$ cat config.mk
export PLATFORM = sky130hd
export DESIGN_NAME = gui_anim_sequencer_flat
export DESIGN_NICKNAME = d
export VERILOG_FILES = /design/src/rtl/gui_pkg.sv /design/src/rtl/gui_anim_sequencer_if.sv /design/src/rtl/gui_pixel_mirror.sv /design/src/rtl/gui_anim_sequencer.sv /design/src/flat_wrapper.sv
export SDC_FILE = /design/constraint.sdc
export NUM_CORES = 1
export LEC_CHECK = 0
export CORE_MARGIN = 8
export CORE_UTILIZATION = 60
export CTS_CLUSTER_SIZE = 40
export DETAILED_ROUTE_END_ITERATION = 12
export PLACE_DENSITY_LB_ADDON = 0.25
export SLEW_MARGIN = 20
export SYNTH_ARGS = -nofsm -noshare
export SYNTH_HDL_FRONTEND = slang
export SYNTH_HIERARCHICAL = 1
export SYNTH_SLANG_ARGS = --single-unit
$ cat constraint.sdc
create_clock -name clk -period 3.2 [get_ports clk]
set_input_delay 0.8 -clock clk [delete_from_list [all_inputs] [get_ports clk]]
set_output_delay 0.8 -clock clk [all_outputs]
set_load 0.05 [all_outputs]
$ cat src/rtl/gui_pkg.sv
// Shared definitions for the GUI sprite path: display geometry, sprite
// selector encodings and the fighter animation state type.
package gui_pkg;

  localparam int unsigned OLED_W      = 96;
  localparam int unsigned OLED_H      = 64;
  localparam int unsigned OLED_PIXELS = OLED_W * OLED_H;

  localparam logic [2:0] SPR_IDLE   = 3'd0;
  localparam logic [2:0] SPR_PUNCH1 = 3'd1;
  localparam logic [2:0] SPR_PUNCH2 = 3'd2;
  localparam logic [2:0] SPR_KICK1  = 3'd3;
  localparam logic [2:0] SPR_KICK2  = 3'd4;
  localparam logic [2:0] SPR_BLOCK  = 3'd5;
  localparam logic [2:0] SPR_HURT   = 3'd6;

  typedef enum logic [3:0] {
    StIdle,
    StPWind,
    StPHit,
    StPRec,
    StKWind,
    StKHit,
    StKRec,
    StBlock,
    StHurt
  } anim_state_e;

  function automatic logic [2:0] state_sprite(anim_state_e s);
    case (s)
      StPWind, StPRec: return SPR_PUNCH1;
      StPHit:          return SPR_PUNCH2;
      StKWind, StKRec: return SPR_KICK1;
      StKHit:          return SPR_KICK2;
      StBlock:         return SPR_BLOCK;
      StHurt:          return SPR_HURT;
      default:         return SPR_IDLE;
    endcase
  endfunction

endpackage

$ cat src/rtl/gui_anim_sequencer_if.sv
// Control/status bundle between game logic (master) and one fighter's
// animation sequencer (slave).
interface gui_anim_sequencer_if;

  logic        frame_tick;
  logic        punch_req;
  logic        kick_req;
  logic        block_hold;
  logic        hit_in;
  logic        facing_left;
  logic [12:0] pixel_index;
  logic [2:0]  sprite_sel;
  logic        attack_active;
  logic        busy;
  logic [12:0] rom_pixel_index;

  modport master (
    output frame_tick, punch_req, kick_req, block_hold, hit_in, facing_left, pixel_index,
    input  sprite_sel, attack_active, busy, rom_pixel_index
  );

  modport slave (
    input  frame_tick, punch_req, kick_req, block_hold, hit_in, facing_left, pixel_index,
    output sprite_sel, attack_active, busy, rom_pixel_index
  );

endinterface

$ cat src/rtl/gui_pixel_mirror.sv
// Registered raster-index remap: splits the index into row/col and mirrors
// the column when the sprite faces left. Out-of-frame indices pass through.
module gui_pixel_mirror
  import gui_pkg::*;
(
  input  logic        clk,
  input  logic        rst_n,
  input  logic        facing_left,
  input  logic [12:0] pixel_index,
  output logic [12:0] rom_pixel_index
);

  logic [12:0] col;
  logic [12:0] row;
  logic [12:0] remap_d;

  always_comb begin
    col     = pixel_index % 13'(OLED_W);
    row     = pixel_index / 13'(OLED_W);
    remap_d = pixel_index;
    if (pixel_index < 13'(OLED_PIXELS) && facing_left) begin
      remap_d = row * 13'(OLED_W) + (13'(OLED_W - 1) - col);
    end
  end

  always_ff @(posedge clk or negedge rst_n) begin
    if (!rst_n) begin
      rom_pixel_index <= '0;
    end else begin
      rom_pixel_index <= remap_d;
    end
  end

endmodule

$ cat src/rtl/gui_anim_sequencer.sv
// Per-fighter animation sequencer: turns action requests into timed sprite
// frames and an attack window; also remaps the pixel index for the ROMs.
module gui_anim_sequencer
  import gui_pkg::*;
#(
  parameter int unsigned WIND_TICKS = 2,
  parameter int unsigned HIT_TICKS  = 3,
  parameter int unsigned STUN_TICKS = 6
) (
  input  logic                 clk,
  input  logic                 rst_n,
  gui_anim_sequencer_if.slave  bus
);

  localparam logic [3:0] WIND_LD = 4'(WIND_TICKS);
  localparam logic [3:0] HIT_LD  = 4'(HIT_TICKS);
  localparam logic [3:0] STUN_LD = 4'(STUN_TICKS);

  anim_state_e state_q, state_d;
  logic [3:0]  cnt_q, cnt_d;
  logic        punch_q, kick_q;
  logic        punch_pend_q, punch_pend_d;
  logic        kick_pend_q, kick_pend_d;
  logic        hit_pend_q, hit_pend_d;
  logic        punch_avail, kick_avail, hit_avail;
  logic        last, stay_open;
  logic [3:0]  cnt_dec;

  always_comb begin
    punch_avail = punch_pend_q | (bus.punch_req & ~punch_q);
    kick_avail  = kick_pend_q | (bus.kick_req & ~kick_q);
    hit_avail   = hit_pend_q | bus.hit_in;
    last        = (cnt_q == 4'd1);
    cnt_dec     = cnt_q - 4'd1;
    state_d     = state_q;
    cnt_d       = cnt_q;

    if (bus.frame_tick) begin
      if (hit_avail && state_q != StBlock) begin
        state_d = StHurt;
        cnt_d   = STUN_LD;
      end else begin
        case (state_q)
          StIdle: begin
            if (bus.block_hold) begin
              state_d = StBlock;
            end else if (punch_avail) begin
              state_d = StPWind;
              cnt_d   = WIND_LD;
            end else if (kick_avail) begin
              state_d = StKWind;
              cnt_d   = WIND_LD;
            end
          end
          StBlock: if (!bus.block_hold) state_d = StIdle;
          StPWind: if (last) begin state_d = StPHit;  cnt_d = HIT_LD;  end else cnt_d = cnt_dec;
          StPHit:  if (last) begin state_d = StPRec;  cnt_d = WIND_LD; end else cnt_d = cnt_dec;
          StPRec:  if (last) begin state_d = StIdle;  cnt_d = '0;      end else cnt_d = cnt_dec;
          StKWind: if (last) begin state_d = StKHit;  cnt_d = HIT_LD;  end else cnt_d = cnt_dec;
          StKHit:  if (last) begin state_d = StKRec;  cnt_d = WIND_LD; end else cnt_d = cnt_dec;
          StKRec:  if (last) begin state_d = StIdle;  cnt_d = '0;      end else cnt_d = cnt_dec;
          StHurt:  if (last) begin state_d = StIdle;  cnt_d = '0;      end else cnt_d = cnt_dec;
          default: begin
            state_d = StIdle;
            cnt_d   = '0;
          end
        endcase
      end
    end

    // Requests only survive while the fighter can act on them; anything seen
    // during a sequence or a stun is dropped rather than queued.
    stay_open    = (state_d == StIdle) || (state_d == StBlock);
    punch_pend_d = stay_open & punch_avail;
    kick_pend_d  = stay_open & kick_avail;
    hit_pend_d   = bus.frame_tick ? 1'b0 : hit_avail;
  end

  always_ff @(posedge clk or negedge rst_n) begin
    if (!rst_n) begin
      state_q           <= StIdle;
      cnt_q             <= '0;
      punch_q           <= 1'b0;
      kick_q            <= 1'b0;
      punch_pend_q      <= 1'b0;
      kick_pend_q       <= 1'b0;
      hit_pend_q        <= 1'b0;
      bus.sprite_sel    <= SPR_IDLE;
      bus.attack_active <= 1'b0;
      bus.busy          <= 1'b0;
    end else begin
      state_q           <= state_d;
      cnt_q             <= cnt_d;
      punch_q           <= bus.punch_req;
      kick_q            <= bus.kick_req;
      punch_pend_q      <= punch_pend_d;
      kick_pend_q       <= kick_pend_d;
      hit_pend_q        <= hit_pend_d;
      bus.sprite_sel    <= state_sprite(state_d);
      bus.attack_active <= (state_d == StPHit) || (state_d == StKHit);
      bus.busy          <= !((state_d == StIdle) || (state_d == StBlock));
    end
  end

  gui_pixel_mirror u_mirror (
    .clk             (clk),
    .rst_n           (rst_n),
    .facing_left     (bus.facing_left),
    .pixel_index     (bus.pixel_index),
    .rom_pixel_index (bus.rom_pixel_index)
  );

endmodule

$ cat src/flat_wrapper.sv
// flat-port wrapper written by rule: the top's interface ports become plain ports
module gui_anim_sequencer_flat import gui_pkg::*;
#(
  parameter int unsigned WIND_TICKS = 2,
  parameter int unsigned HIT_TICKS  = 3,
  parameter int unsigned STUN_TICKS = 6
)
  (clk, rst_n, bus_frame_tick, bus_punch_req, bus_kick_req, bus_block_hold, bus_hit_in, bus_facing_left, bus_pixel_index, bus_sprite_sel, bus_attack_active, bus_busy, bus_rom_pixel_index);
  gui_anim_sequencer_if bus_i ();
  input  logic clk;
  input  logic rst_n;
  input wire logic [$bits(bus_i.frame_tick)-1:0] bus_frame_tick;
  input wire logic [$bits(bus_i.punch_req)-1:0] bus_punch_req;
  input wire logic [$bits(bus_i.kick_req)-1:0] bus_kick_req;
  input wire logic [$bits(bus_i.block_hold)-1:0] bus_block_hold;
  input wire logic [$bits(bus_i.hit_in)-1:0] bus_hit_in;
  input wire logic [$bits(bus_i.facing_left)-1:0] bus_facing_left;
  input wire logic [$bits(bus_i.pixel_index)-1:0] bus_pixel_index;
  output wire logic [$bits(bus_i.sprite_sel)-1:0] bus_sprite_sel;
  output wire logic [$bits(bus_i.attack_active)-1:0] bus_attack_active;
  output wire logic [$bits(bus_i.busy)-1:0] bus_busy;
  output wire logic [$bits(bus_i.rom_pixel_index)-1:0] bus_rom_pixel_index;
  assign bus_i.frame_tick = bus_frame_tick;
  assign bus_i.punch_req = bus_punch_req;
  assign bus_i.kick_req = bus_kick_req;
  assign bus_i.block_hold = bus_block_hold;
  assign bus_i.hit_in = bus_hit_in;
  assign bus_i.facing_left = bus_facing_left;
  assign bus_i.pixel_index = bus_pixel_index;
  assign bus_sprite_sel = bus_i.sprite_sel;
  assign bus_attack_active = bus_i.attack_active;
  assign bus_busy = bus_i.busy;
  assign bus_rom_pixel_index = bus_i.rom_pixel_index;
  gui_anim_sequencer #(.WIND_TICKS(WIND_TICKS), .HIT_TICKS(HIT_TICKS), .STUN_TICKS(STUN_TICKS)) u_core (.clk(clk), .rst_n(rst_n), .bus(bus_i));
endmodule
=== After elaboration in Yosys (flattened, before gate mapping) ===
Memory sizes are Yosys's and may differ from the RTL's. A register that Yosys moved wholly into a read port is not among the register bits.
Cells that the tools add are included.

* Register bits: 28
* Bits in read-only memories: 48
* Output and inout bits: 18
* Logic and storage cells: 77
* Memories kept: 1

* Add/subtract/negate cells: 3
* Multipliers: 1
* Div/mod/pow operators: 2
* Order comparisons: 1
* Equality and inequality tests: 16
* Mux-type cells: 22
* Bitwise gates (word level): 9
* Reduce and logical (&&, ||, !) cells: 12

{| class="wikitable"
|+ Memory list
! memory !! words !! bits a word !! rd ports !! clocked after Yosys merged registers in !! wr ports !! line !! text
|-
| (no name shown) || 16 || 3 || 1 || 1 || 0 || gui_pkg.sv:30 || <nowiki>case (s)</nowiki>
|}

{| class="wikitable"
|+ Operators by type and width
! operator !! number
|-
| 4-bit 2-to-1 mux || 18
|-
| 4-bit case mux with 7 select lines || 1
|-
| 4-bit by 3-bit == test with 1-bit output, second input constant || 6
|-
| 4-bit case mux with 5 select lines || 1
|-
| 13-bit adder || 1
|-
| 13-bit by 7-bit divider with 13-bit output, second input constant || 1
|-
| 13-bit less-than comparator, second input constant || 1
|-
| 13-bit by 7-bit modulo with 13-bit output, second input constant || 1
|-
| 13-bit by 2-bit multiplier with 8-bit output, second input constant || 1
|-
| 13-bit 2-to-1 mux || 1
|-
| 7-bit by 13-bit subtractor with 13-bit output, first input constant || 1
|-
| 4-bit by 2-bit == test with 1-bit output, second input constant || 3
|-
| 4-bit by 1-bit == test with 1-bit output, second input constant || 2
|-
| 4-bit zero test || 2
|-
| 1-bit bitwise AND || 4
|-
| 4-bit == test, second input constant || 1
|-
| 4-bit by 1-bit inequality test with 1-bit output, second input constant || 1
|-
| 4-bit by 3-bit inequality test with 1-bit output, second input constant || 1
|-
| 4-bit AND reduction || 1
|-
| 2-bit OR reduction || 2
|-
| 4-bit by 1-bit subtractor with 4-bit output, second input constant || 1
|-
| 3-bit by 2-bit inequality test with 1-bit output, second input constant || 1
|-
| 1-bit bitwise OR || 3
|-
| 3-bit OR reduction || 1
|-
| 6 further kinds || 10
|}

=== Logic depth before layout (Yosys ltp) ===
* Word-level depth: 12
* Depth in mapped cells: 22

=== By module ===
The synthesis kept the hierarchy.

{| class="wikitable"
|+ By module, submodules not included
! module !! instances !! cells each !! area an instance (µm²)
|-
| gui_pixel_mirror || 1 || 198 || 1669.1
|-
| gui_anim_sequencer || 1 || 122 || 1066.0
|}

=== Worst setup path after synthesis ===
No wires, ideal clock.

* Path type: in2reg
* Start point: input bus_pixel_index[10]
* End point: register u_core.u_mirror.rom_pixel_index[12]
* Arrival: 4.418 ns
* Required time: 3.117 ns
* Path slack: -1.300 ns
* Stages on the path: 21
* Path through: buf_6 -> or3b_1 -> a211oi_2 -> a211oi_2 -> nand3_2 -> inv_2 -> or2_1 -> a31oi_1 -> ha_1 -> inv_1 -> fa_1 -> inv_1 -> ha_1 -> inv_1 -> fa_1 -> inv_1 -> a21oi_1 -> o21bai_1 -> a31oi_1 -> xnor2_1 -> o21ai_0

* Longest elaborated chain between the ends: 4

{| class="wikitable"
|+ Ends and longest elaborated chain
! element !! line !! text
|-
| start: declaration || flat_wrapper.sv:18 || <nowiki>input wire logic [$bits(bus_i.pixel_index)-1:0] bus_pixel_index;</nowiki>
|-
| 13-bit by 7-bit divider with 13-bit output or 13-bit by 7-bit modulo with 13-bit output (tied branches) || gui_pixel_mirror.sv:19, gui_pixel_mirror.sv:18 ||
|-
| 13-bit by 2-bit multiplier with 8-bit output or 7-bit by 13-bit subtractor with 13-bit output (tied branches) || gui_pixel_mirror.sv:22 || <nowiki>remap_d = row * 13'(OLED_W) + (13'(OLED_W - 1) - col);</nowiki>
|-
| 13-bit adder || gui_pixel_mirror.sv:22 ||
|-
| 13-bit 2-to-1 mux * || gui_pixel_mirror.sv:21 || <nowiki>if (pixel_index < 13'(OLED_PIXELS) && facing_left) begin</nowiki>
|-
| net u_core.u_mirror.remap_d[12] || gui_pixel_mirror.sv:15 || <nowiki>logic [12:0] remap_d;</nowiki>
|-
| end signal: assignment || gui_pixel_mirror.sv:30 || <nowiki>rom_pixel_index <= remap_d;</nowiki>
|-
| end: declaration || gui_pixel_mirror.sv:10 || <nowiki>output logic [12:0] rom_pixel_index</nowiki>
|}

Mark *: on every way through the listed nets, which the timed path passes. The rest lies on a longest branch.
A chain may end at the register's enable or synchronous reset.

=== Worst setup path in the final report ===
* Start point: input bus_pixel_index[12]
* End point: register u_core.u_mirror.rom_pixel_index[12]

The elaborated chain is that of the path after synthesis.

==> summary.txt <==
RUN STATUS
---------------------------------------------------------------------------------
Result of the run                                                    finished, violations left
Violations in the final reports                                      setup timing

DIE
---------------------------------------------------------------------------------
Core area                                                             0.00438 mm2
Starting density of the core                                                62.4%
Floorplan row count                                                            24
Total Die Area                                                        0.00697 mm2
Die extent in y                                                           83.5 um
Number of top-level pins                                                       39
Die outline width                                                         83.5 um

CTS
---------------------------------------------------------------------------------
Number of CTS-inserted buffers                                                  5
Clock latency of the later-clocked register in the worst-skew pair        0.29 ns
Root buffer cell                                                         clkbuf_8
Maximum buffer depth of the clock tree                                          2
Clock-pin transition on the worst setup and hold timing paths             0.06 ns
TritonCTS clock tree                                                         done
# H-tree levels                                                                 2
# hold bufs at CTS                                                              0
# clock sinks                                                                  31

RUN
---------------------------------------------------------------------------------
Total of max-cap violations                                                     0

LAYOUT
---------------------------------------------------------------------------------
Fraction of layout cells with a size suffix above 1                         36.8%
Layout Area Growth over Synthesis                                           50.2%
Net count of the finished layout                                              461
Fillers                                                                       133
Multi-input gate area                                                 0.00210 mm2
Antenna fix cells                                                               0
Final instance area                                                   0.00411 mm2
Area used by sequential logic in the layout                               776 um2

GLOBAL ROUTING
---------------------------------------------------------------------------------
Number of antenna violations at the first check in global routing               0
Grt total ovfl                                                                  0
GR Layer Usage met2                                                         45.4%
Number of global-route vias before repair                                    3035
Largest net degree at the start of global routing                              32
Met1 usage                                                                  28.3%
Global-route usage over all layers                                          25.9%
Global-route wire length before repair                                    15.0 mm
Global routing's busiest layer                                               met2
Fraction of met3 tracks used by global routing                              4.98%

SYNTH
---------------------------------------------------------------------------------
Summed instance area of the synthesized netlist                       0.00274 mm2
Number of different library cells in the post-synthesis netlist                70
Area fraction of the dominant cell type after synthesis                     28.4%
Share of async-settable or async-resettable flops after synthesis            100%
Top cells by area in the synthesized netlist                         dfrtp_1, ha_1, xnor2_1, nand2_1, o21ai_0
Mean cell area of the mapped netlist                                     8.55 um2
Gate count of the mapped netlist                                              320
Number of enable-type register cells in the synthesized netlist                 0
Leading area contributor after synthesis                                  dfrtp_1
Primary flip-flop cell chosen by synthesis mapping                        dfrtp_1
Synthesis warning total                                                         6
Register bit count reported by yosys                                           31
Sequential-to-total area share from yosys stat                              28.4%

CRITICAL PATH
---------------------------------------------------------------------------------
Stage delay of the slowest cell on the critical path                      0.42 ns
R2R cell count                                                                  9
First element of the critical path                                   bus_pixel_index[12]
Critical path launch point type                                        input port
Crit end category                                                        register
Arrival time worst endpoint                                               4.99 ns
Required arrival time at the worst endpoint                               3.38 ns
Crit Path Max Fanout                                                            9
Cell at the slowest stage of the critical path                               fa_2
Cell breakdown of the critical path                                  buf_6 -> buf_6 -> nor3b_1 -> o21bai_1 -> a31oi_2 -> buf_4 -> buf_4 -> a211oi_4 -> a31oi_4 -> ha_4 -> inv_2 -> fa_2 -> nor2b_1 -> o21a_1 -> nor3_1 -> nor2_1 -> ha_2 -> ha_4 -> a21o_1 -> a31oi_2 -> xnor2_1 -> o21ai_1
Crit Path Class                                                            in2reg
Beginning of the worst register-to-register path                     u_core/cnt_q[1]$_DFFE_PN0P_

TIMING
---------------------------------------------------------------------------------
Rel. slew slack                                                             53.3%
Final worst-path setup slack                                             -1.60 ns
Post-route minimum period                                                 4.80 ns
Slew at the pin closest to its max-slew limit                            0.693 ns
Max Fclk                                                                  208 MHz
RSZ-0062 raised after global routing                                          yes
Number of pins with negative max-slew slack in the final report                 0
Post-Route Skew                                                        0.00647 ns
Endpoints failing setup                                                         7
Count of endpoints failing hold in the final timing report                      0
Crit share post-route                                                        150%

POWER
---------------------------------------------------------------------------------
Pwr per Cell Area                                                      677 mW/mm2
Fraction of power consumed by sequential logic                              19.4%
Worst VDD drop                                                         0.000329 V
Logic pwr share                                                             69.1%
Internal Dissipation                                                      1510 uW
Leak                                                                   0.00180 uW
Net switching share of the total power                                      45.8%
Net switching power figure                                                1270 uW
Part of the total power dissipated in the clock network                     11.5%

DRT
---------------------------------------------------------------------------------
Total length of routed wires                                              12.4 mm
Post-route antenna net violation count                                          0
First-pass DRT Iterations                                                       8
Drt wl/cell                                                               26.3 um
Total via count after detailed routing                                       3385
Starting DRC count in detailed routing                                        423
Via density                                                                  7.20
Remaining DRCs                                                                  0

PLACEMENT
---------------------------------------------------------------------------------
Port Buf Inserts                                                               38
GPL Wtd Cong                                                                0.871
Detail Placement HPWL                                                     5.31 mm
Total placed instance area                                            0.00354 mm2
Placement-stage worst setup slack                                        -2.09 ns

HOLD PATH
---------------------------------------------------------------------------------
Hold path depth                                                                 2
Hold wc startpoint                                                   u_core/cnt_q[3]$_DFFE_PN0P_
Hold Path Class                                                           reg2reg

## through the flow
| stage | total power [uW] | hold WS (ns) | TNS [ns] | std cells | util [%] |
|---|---|---|---|---|---|
| 6_report | 2780 | 0.538 | -8.25 | 470 | 93.7 |
| 5_1_grt | 2850 | 0.557 | -8.69 | 470 | 93.7 |
| 2_1_floorplan | 1420 | 0.476 | -3.78 | 324 | - |
| 3_5_place_dp | 1890 | 0.511 | -11.87 | 441 | 80.7 |
| 4_1_cts | 2410 | 0.526 | -6.10 | 465 | 89.4 |
| 3_3_place_gp | 1820 | 0.498 | -10.76 | 441 | 80.7 |
## layout by cell type (no fill, tap or decap), types with 9 or more instances in the layout
| cell | n |
|---|---|
| buf_4 | 64 |
| clkdlybuf4s50_1 | 32 |
| dfrtp_1 | 31 |
| nand2_1 | 26 |
| nor2_1 | 14 |
| xnor2_1 | 12 |
| a21oi_1 | 11 |
| buf_6 | 10 |
| inv_1 | 10 |
| o21ai_0 | 10 |
| inv_2 | 10 |
| o21ai_1 | 9 |
| ha_1 | 9 |
| ha_4 | 9 |
## worst max-delay path, delay by kind of cell
kind | cells | cell delay, ns
compound gates | 8 | 1.57
fa+ha+maj | 4 | 1.11
simple gates | 4 | 0.71
buf+inv | 5 | 0.64
xor+xnor | 1 | 0.12
## power by group through the flow
stage                     Clock [uW]  Combinational (uW)  Sequential [uW]
after global routing             331                1980              547
final                            319                1920              540
after global placement             0                1290              530
after detailed placement           0                1350              535
after CTS                        304                1580              529
after floorplan                    0                 698              723
## layout make-up
cell class	count	share of cell area, %
clock buffer	6	2.01
clock inverter	1	0.122
inverter	23	2.25
multi-input combinational	245	51.2
sequential	31	18.9
tap	52	1.58
timing repair buffer	112	23.9
## sequential cells by signal, indices dropped and copies added (netlist names)
name and flops:
u_core/bus.attack_active 1, u_core/bus.busy 1, u_core/bus.sprite_sel 3, u_core/cnt_q 4
u_core/hit_pend_q 1, u_core/kick_pend_q 1, u_core/kick_q 1, u_core/punch_pend_q 1
u_core/punch_q 1, u_core/state_q 4, u_core/u_mirror/rom_pixel_index 13
## kinds of logic after synthesis
group | Yosys count | share of synthesized area [%]
simple gates | 96 | 19.5
xor+xnor | 18 | 5.76
buf+inv | 48 | 8.37
fa+ha+maj | 22 | 10.6
other cells | 1 | 0.137
flops | 31 | 28.4
mux | 3 | 1.19
compound gates | 101 | 26.0
## final timing paths
check | slack (ns) | to
max | -1.60 | u_core/u_mirror/rom_pixel_index[12]$_DFF_PN0_
min | 0.54 | u_core/cnt_q[3]$_DFFE_PN0P_
max reg2reg | 0.74 | u_core/bus.sprite_sel[1]$_DFF_PN0_
max in group asynchronous | 2.00 | u_core/state_q[1]$_DFF_PN0_
min reg2reg | 0.54 | u_core/cnt_q[3]$_DFFE_PN0P_
min in group asynchronous | 0.91 | u_core/cnt_q[2]$_DFFE_PN0P_
## cell usage after synthesis, types with 3 or more instances
master / n
nand3_1: 6
xor2_1: 3
nand4_1: 3
clkbuf_1: 14
inv_1: 19
buf_6: 5
xnor2_1: 15
nor2b_1: 7
o21a_1: 3
a211oi_1: 3
ha_1: 20
nor2_1: 15
or2_1: 3
nand2_1: 26
o31ai_1: 4
a21o_1: 5
o211ai_1: 6
o221ai_1: 3
o21bai_1: 6
o21ai_0: 19
dfrtp_1: 31
nor3_1: 5
nand2b_1: 6
inv_2: 3
a31oi_1: 6
buf_2: 5
o21ai_1: 3
a21oi_1: 16
nor3b_1: 3
## metal layers
metal | part of all wire [%] | vias up
li1 | - | 1342
met1 | 33 | 1540
met2 | 47 | 381
met3 | 12 | 122
met4 | 8.8 | 0
met5 | 0 | -
## repair_timing
item / CTS / global route
endpoints found under the setup margin: 7 / 7
endpoints found under the hold margin: 0 / 0
gates resized for setup: 65 / 37
pin swaps: 31 / 35
buffers inserted: 17 / 9
gates cloned: 0 / 1
(Power assumes the default switching activity.)
